### src/rtl/status_uart_tx_pkg.sv
// Shared constants, UART state encoding and line formatting
// for the status line transmitter.
package status_uart_tx_pkg;

  localparam logic [7:0] CH_T    = 8'h54;
  localparam logic [7:0] CH_S    = 8'h53;
  localparam logic [7:0] CH_EQ   = 8'h3D;
  localparam logic [7:0] CH_SP   = 8'h20;
  localparam logic [7:0] CH_STAR = 8'h2A;
  localparam logic [7:0] CH_CR   = 8'h0D;
  localparam logic [7:0] CH_LF   = 8'h0A;

  localparam int FRAME_LEN = 11;
  localparam logic [3:0] LAST_IDX = 4'(FRAME_LEN - 1);

  typedef enum logic [1:0] {
    ST_IDLE,
    ST_START,
    ST_DATA,
    ST_STOP
  } uart_state_t;

  typedef struct packed {
    logic [7:0] tm;
    logic [7:0] tl;
    logic [7:0] sm;
    logic [7:0] sl;
    logic       done;
  } snap_t;

  function automatic logic [7:0] line_byte(
    input logic [3:0] idx,
    input snap_t      s
  );
    logic [7:0] b;
    case (idx)
      4'd0:    b = CH_T;
      4'd1:    b = CH_EQ;
      4'd2:    b = s.tm;
      4'd3:    b = s.tl;
      4'd4:    b = s.done ? CH_STAR : CH_SP;
      4'd5:    b = CH_S;
      4'd6:    b = CH_EQ;
      4'd7:    b = s.sm;
      4'd8:    b = s.sl;
      4'd9:    b = CH_CR;
      default: b = CH_LF;
    endcase
    return b;
  endfunction

endpackage

### src/rtl/status_uart_tx_if.sv
// Status-port bundle between the game logic and the UART
// status transmitter.
interface status_uart_tx_if;

  logic [7:0] time_MSB_ascii;
  logic [7:0] time_LSB_ascii;
  logic [7:0] score_MSB_ascii;
  logic [7:0] score_LSB_ascii;
  logic       timer_done;
  logic       send_req;
  logic       tx;
  logic       busy;
  logic       frame_done;

  modport master (
    output time_MSB_ascii,
    output time_LSB_ascii,
    output score_MSB_ascii,
    output score_LSB_ascii,
    output timer_done,
    output send_req,
    input  tx,
    input  busy,
    input  frame_done
  );

  modport slave (
    input  time_MSB_ascii,
    input  time_LSB_ascii,
    input  score_MSB_ascii,
    input  score_LSB_ascii,
    input  timer_done,
    input  send_req,
    output tx,
    output busy,
    output frame_done
  );

endinterface

### src/rtl/status_uart_tx_byte.sv
// 8N1 byte serializer; ready rises on the last stop-bit cycle
// so the next byte follows with no idle gap.
module status_uart_tx_byte
  import status_uart_tx_pkg::*;
#(
  parameter int CLKS_PER_BIT = 868
) (
  input  logic       clk,
  input  logic       rst_n,
  input  logic       valid,
  input  logic [7:0] data,
  output logic       ready,
  output logic       tx
);

  localparam int CW = $clog2(CLKS_PER_BIT);
  localparam logic [CW-1:0] CNT_LAST =
    CW'(CLKS_PER_BIT - 1);

  uart_state_t   state;
  uart_state_t   state_n;
  logic [CW-1:0] baud_cnt;
  logic [CW-1:0] baud_cnt_n;
  logic [2:0]    bit_idx;
  logic [2:0]    bit_idx_n;
  logic [7:0]    shreg;
  logic [7:0]    shreg_n;
  logic          bit_end;

  always_comb begin
    bit_end    = (baud_cnt == CNT_LAST);
    state_n    = state;
    baud_cnt_n = bit_end ? '0 : baud_cnt + CW'(1);
    bit_idx_n  = bit_idx;
    shreg_n    = shreg;
    ready      = 1'b0;
    tx         = 1'b1;
    unique case (state)
      ST_IDLE: begin
        ready      = 1'b1;
        baud_cnt_n = '0;
      end
      ST_START: begin
        tx = 1'b0;
        if (bit_end) begin
          state_n   = ST_DATA;
          bit_idx_n = '0;
        end
      end
      ST_DATA: begin
        tx = shreg[0];
        if (bit_end) begin
          shreg_n   = shreg >> 1;
          bit_idx_n = bit_idx + 3'd1;
          if (bit_idx == 3'd7)
            state_n = ST_STOP;
        end
      end
      ST_STOP: begin
        ready = bit_end;
        if (bit_end)
          state_n = ST_IDLE;
      end
      default: state_n = ST_IDLE;
    endcase
    // Loading overrides the idle/stop exit so bytes chain back to back.
    if (ready && valid) begin
      state_n    = ST_START;
      shreg_n    = data;
      baud_cnt_n = '0;
      bit_idx_n  = '0;
    end
  end

  always_ff @(posedge clk or negedge rst_n) begin
    if (!rst_n) begin
      state    <= ST_IDLE;
      baud_cnt <= '0;
      bit_idx  <= '0;
      shreg    <= '0;
    end else begin
      state    <= state_n;
      baud_cnt <= baud_cnt_n;
      bit_idx  <= bit_idx_n;
      shreg    <= shreg_n;
    end
  end

endmodule

### src/rtl/status_uart_tx.sv
// Snapshots the game status and streams it as one 11-byte
// text line over UART 8N1, with a one-deep request queue.
module status_uart_tx
  import status_uart_tx_pkg::*;
#(
  parameter int CLKS_PER_BIT = 868
) (
  input logic       clk,
  input logic       rst_n,
  status_uart_tx_if.slave bus
);

  snap_t      snap;
  logic       busy_q;
  logic       pending;
  logic [3:0] char_idx;
  logic [3:0] next_idx;
  logic       byte_valid;
  logic [7:0] byte_data;
  logic       byte_ready;
  logic       fire;
  logic       frame_end;

  // Byte 0 is a constant, so it can go out on the accept edge
  // before the snapshot register has loaded.
  always_comb begin
    next_idx   = busy_q ? char_idx + 4'd1 : 4'd0;
    byte_valid = busy_q ? (char_idx < LAST_IDX)
                        : (bus.send_req | pending);
    byte_data  = line_byte(next_idx, snap);
    fire       = byte_valid & byte_ready;
    frame_end  = busy_q & (char_idx == LAST_IDX)
               & byte_ready;
  end

  assign bus.busy       = busy_q;
  assign bus.frame_done = frame_end;

  always_ff @(posedge clk or negedge rst_n) begin
    if (!rst_n) begin
      busy_q   <= 1'b0;
      pending  <= 1'b0;
      char_idx <= '0;
      snap     <= '0;
    end else if (!busy_q) begin
      if (fire) begin
        snap <= {bus.time_MSB_ascii,
                 bus.time_LSB_ascii,
                 bus.score_MSB_ascii,
                 bus.score_LSB_ascii,
                 bus.timer_done};
        busy_q   <= 1'b1;
        pending  <= 1'b0;
        char_idx <= '0;
      end
    end else begin
      if (bus.send_req)
        pending <= 1'b1;
      if (fire)
        char_idx <= char_idx + 4'd1;
      if (frame_end)
        busy_q <= 1'b0;
    end
  end

  status_uart_tx_byte #(
    .CLKS_PER_BIT(CLKS_PER_BIT)
  ) u_ser (
    .clk  (clk),
    .rst_n(rst_n),
    .valid(byte_valid),
    .data (byte_data),
    .ready(byte_ready),
    .tx   (bus.tx)
  );

endmodule

### src/flat_wrapper.sv
// flat-port wrapper written by rule: the top's interface ports become plain ports
module status_uart_tx_flat import status_uart_tx_pkg::*;
#(
  parameter int CLKS_PER_BIT = 868
)
  (clk, rst_n, bus_time_MSB_ascii, bus_time_LSB_ascii, bus_score_MSB_ascii, bus_score_LSB_ascii, bus_timer_done, bus_send_req, bus_tx, bus_busy, bus_frame_done);
  status_uart_tx_if bus_i ();
  input logic clk;
  input logic rst_n;
  input wire logic [$bits(bus_i.time_MSB_ascii)-1:0] bus_time_MSB_ascii;
  input wire logic [$bits(bus_i.time_LSB_ascii)-1:0] bus_time_LSB_ascii;
  input wire logic [$bits(bus_i.score_MSB_ascii)-1:0] bus_score_MSB_ascii;
  input wire logic [$bits(bus_i.score_LSB_ascii)-1:0] bus_score_LSB_ascii;
  input wire logic [$bits(bus_i.timer_done)-1:0] bus_timer_done;
  input wire logic [$bits(bus_i.send_req)-1:0] bus_send_req;
  output wire logic [$bits(bus_i.tx)-1:0] bus_tx;
  output wire logic [$bits(bus_i.busy)-1:0] bus_busy;
  output wire logic [$bits(bus_i.frame_done)-1:0] bus_frame_done;
  assign bus_i.time_MSB_ascii = bus_time_MSB_ascii;
  assign bus_i.time_LSB_ascii = bus_time_LSB_ascii;
  assign bus_i.score_MSB_ascii = bus_score_MSB_ascii;
  assign bus_i.score_LSB_ascii = bus_score_LSB_ascii;
  assign bus_i.timer_done = bus_timer_done;
  assign bus_i.send_req = bus_send_req;
  assign bus_tx = bus_i.tx;
  assign bus_busy = bus_i.busy;
  assign bus_frame_done = bus_i.frame_done;
  status_uart_tx #(.CLKS_PER_BIT(CLKS_PER_BIT)) u_core (.clk(clk), .rst_n(rst_n), .bus(bus_i));
endmodule
### config.mk
export PLATFORM = sky130hd
export DESIGN_NAME = status_uart_tx_flat
export DESIGN_NICKNAME = d
export VERILOG_FILES = /design/src/rtl/status_uart_tx_pkg.sv /design/src/rtl/status_uart_tx_if.sv /design/src/rtl/status_uart_tx_byte.sv /design/src/rtl/status_uart_tx.sv /design/src/flat_wrapper.sv
export SDC_FILE = /design/constraint.sdc
export NUM_CORES = 1
export LEC_CHECK = 0
export CORE_MARGIN = 4
export CORE_UTILIZATION = 35
export DETAILED_ROUTE_END_ITERATION = 10
export GPL_ROUTABILITY_DRIVEN = 0
export GPL_TIMING_DRIVEN = 0
export HOLD_SLACK_MARGIN = 0.05
export MAX_ROUTING_LAYER = met4
export PLACE_DENSITY_LB_ADDON = 0.12
export SKIP_CTS_REPAIR_TIMING = 1
export SYNTH_ARGS = -nofsm -noshare
export SYNTH_HDL_FRONTEND = slang
export SYNTH_HIERARCHICAL = 1
export SYNTH_SLANG_ARGS = --single-unit
### constraint.sdc
create_clock -name clk -period 4.2 [get_ports clk]
set_input_delay 0.42 -clock clk [delete_from_list [all_inputs] [get_ports clk]]
set_output_delay 0.42 -clock clk [all_outputs]
set_load 0.05 [all_outputs]
==> flow_metrics.tcl <==
set metrics [dict create \
    status "finished, final reports clean" \
    hold_slack_ps 156 \
    portBuffers 38 \
    chipHeight_microns 110 \
    area_growth_pct 21.5 \
    dr.pass1.iters 4 \
    regArea_sq_um 1550 \
    grt_usage_pct 16.2 \
    cellLeakagePower_nw 2.01 \
    drc 0 \
    synth.most_common_cell "dfrtp_1" \
    overflow 0 \
    avgSynthCellArea_sq_um 10.7 \
    slew_viol_final 0 \
    syn-num-nets 384 \
    die_area_sq_um 12100 \
    synth_commonest_cells "62 x dfrtp_1, 29 x nor2_1, 26 x mux2_1" \
    numCtsBuffers 9 \
    grt_pass1_wl_microns 14300 \
    relSlewSlack_pct 45.8 \
    period_needed_ps 3310 \
    fillers 984 \
    wirelength_microns 8740 \
    layout-drive-gt1-share_pct 17.1 \
    synthCells 338 \
    n_antenna_cell 0 \
    yosys-top-cells-area "dfrtp_1 43%, mux2_1 8.1%, mux2_2 5.6%, ha_1 3.4%, nor2_1 3.0%" \
    ys_seq_area_share_pct 42.7 \
    final_core_util_pct 44.3 \
    synth.distinct_cells 63 \
    crit_required_ps 3780 \
    routedWlPerCell_microns 16.7 \
    setup_viol 0 \
    rsz0062_at_grt "false" \
    synth.top_cell.area_share_pct 42.7 \
    yosysWarnings 6 \
    drt_iter0_drc 215 \
    io_pins 39 \
    hold_viol 0 \
    netlist_area_sq_um 3630 \
    start_kind "flip-flop" \
    fin_crit_sh_pct 78.9 \
    p_per_area_nw_per_um2 291 \
    cp.arrival_ps 2890 \
    clk_pin_slew_ps 70 \
    synth_enable_flop_cells 0 \
    dieWidth_microns 110 \
    fp.coreArea_sq_um 9950 \
    cts-root-buf "clkbuf_8" \
    rows 36 \
    grt_busiest_layer "met2" \
    hold_path_class "primary input to async pin" \
    setup_tns_ps 0 \
    num_vias 2714 \
    nNetsFinal 433 \
    use_met1_pct 20.4 \
    cts_max_level 3 \
    cp_max_fo 4 \
    hpwl_microns 6180 \
    fmaxAchievable_mhz 302 \
    async_reset_ff_share_pct 100 \
    synth_top_cell_by_area "dfrtp_1" \
    vias_per_cell 5.18 \
    fin_area_sq_um 4410 \
    ys_ff_latch 62 \
    grt_start_max_net_pins 63 \
    finClkSkew_ps 9.45 \
    globalRouteMet3Util_pct 3.52 \
    multi_input_comb_area_sq_um 1930 \
    grt_use_met2_pct 25.2 \
    critical_path_class "flip-flop to output pin" \
    insertion_delay_ps 340 \
    place_area_sq_um 4180 \
    worstMarginPinSlew_ps 808 \
    cts.sinks 62 \
    maxCapViolCount 0 \
    antenna_found_initial 0 \
    start_util_pct 36.5 \
    synth_ff_type "dfrtp_1" \
    grt_pass1_vias 2806 \
    worstSetupEndpointType "output pin" \
    max-vdd-ir-drop_v 0.000150 \
    cts_buffer_depth 2 \
    r2r_cells 10 \
    ant_nets 0 \
    cts_tree "built" \
]
==> cell families after synthesis <==
| family | Yosys count | synth area share [%] |
|---|---|---|
| and+or+nand+nor | 110 | 17.2 |
| AOI/OAI and AO/OA | 67 | 14.3 |
| DFF | 62 | 42.7 |
| muxes | 50 | 15.8 |
| buffers and inverters | 29 | 4.10 |
| xor gates and xnor gates | 10 | 2.41 |
| adders and majority gates | 10 | 3.44 |
==> worst max-delay path, stage by stage, from the launching register on <==
cell and delay (ps):
dfrtp_1 380, ha_1 210, and4bb_2 350, a41oi_4 160
nor2_1 310, nand4b_1 150, nor2_1 180, clkdlybuf4s50_1 830
==> where the power goes <==
part	total [mW]	internal (mW)	switching, mW	leakage [nW]
clock	0.642	0.407	0.235	0.119
sequential	0.597	0.597	0	0.805
combinational	0.0445	0.0281	0.0164	1.09
total	1.28	1.03	0.251	2.01
==> path summary, 6_finish.rpt <==
check,slack (ps),to,from
setup / recovery,890,bus_frame_done,u_core/u_ser/baud_cnt[0]
hold / removal,160,u_core/u_ser/baud_cnt[5],rst_n
setup reg to reg,1230,u_core/u_ser/shreg[3],u_core/char_idx[0]
hold reg to reg,480,u_core/u_ser/baud_cnt[0],u_core/u_ser/baud_cnt[0]
max in group asynchronous,3490,u_core/char_idx[0],rst_n
min in group clk,480,u_core/u_ser/baud_cnt[0],u_core/u_ser/baud_cnt[0]
==> metrics by stage <==
stage,cells,setup slack [ps],power (mW)
after floorplan,338,1670,0.609
after global placement,509,462,0.655
after detailed placement,509,1210,0.655
after CTS,524,835,1.31
after global routing,524,663,1.34
final,524,885,1.28
==> routing by layer <==
metal / part of all wire, % / routed length, microns / vias to the layer above
li1: - / - / 1315
met1: 48 / 4200 / 1331
met2: 46 / 4050 / 55
met3: 3.5 / 307 / 13
met4: 2.2 / 189 / 0
met5: 0 / 0 / -
==> placed cells by master, fill, tap and decap left out, drive strengths merged, types with 11 or more instances in the layout <==
cell,n
clkdlybuf4s50,37
nor2,30
nand2,17
clkbuf,15
buf,17
a21oi,11
nand2b,11
o21ai,19
dfrtp,62
mux2,48
nand3,17
==> state kept, by name, summed over array words and instances, names as in the netlist <==
register,cells
u_core/u_ser/baud_cnt,10
u_core/u_ser/shreg,8
u_core/bus.busy,1
u_core/u_ser/state,2
u_core/char_idx,4
u_core/pending,1
u_core/snap,33
u_core/u_ser/bit_idx,3
==> cell type report <==
cell class | count | share of cell area (%)
Multi-Input combinational cell | 247 | 43.8
Sequential cell | 62 | 35.2
Timing Repair Buffer | 38 | 8.56
Tap cell | 133 | 3.77
Clock buffer | 11 | 3.20
Buffer | 20 | 2.61
Clock inverter | 4 | 2.15
Inverter | 9 | 0.766
(Power assumes the default switching activity.)
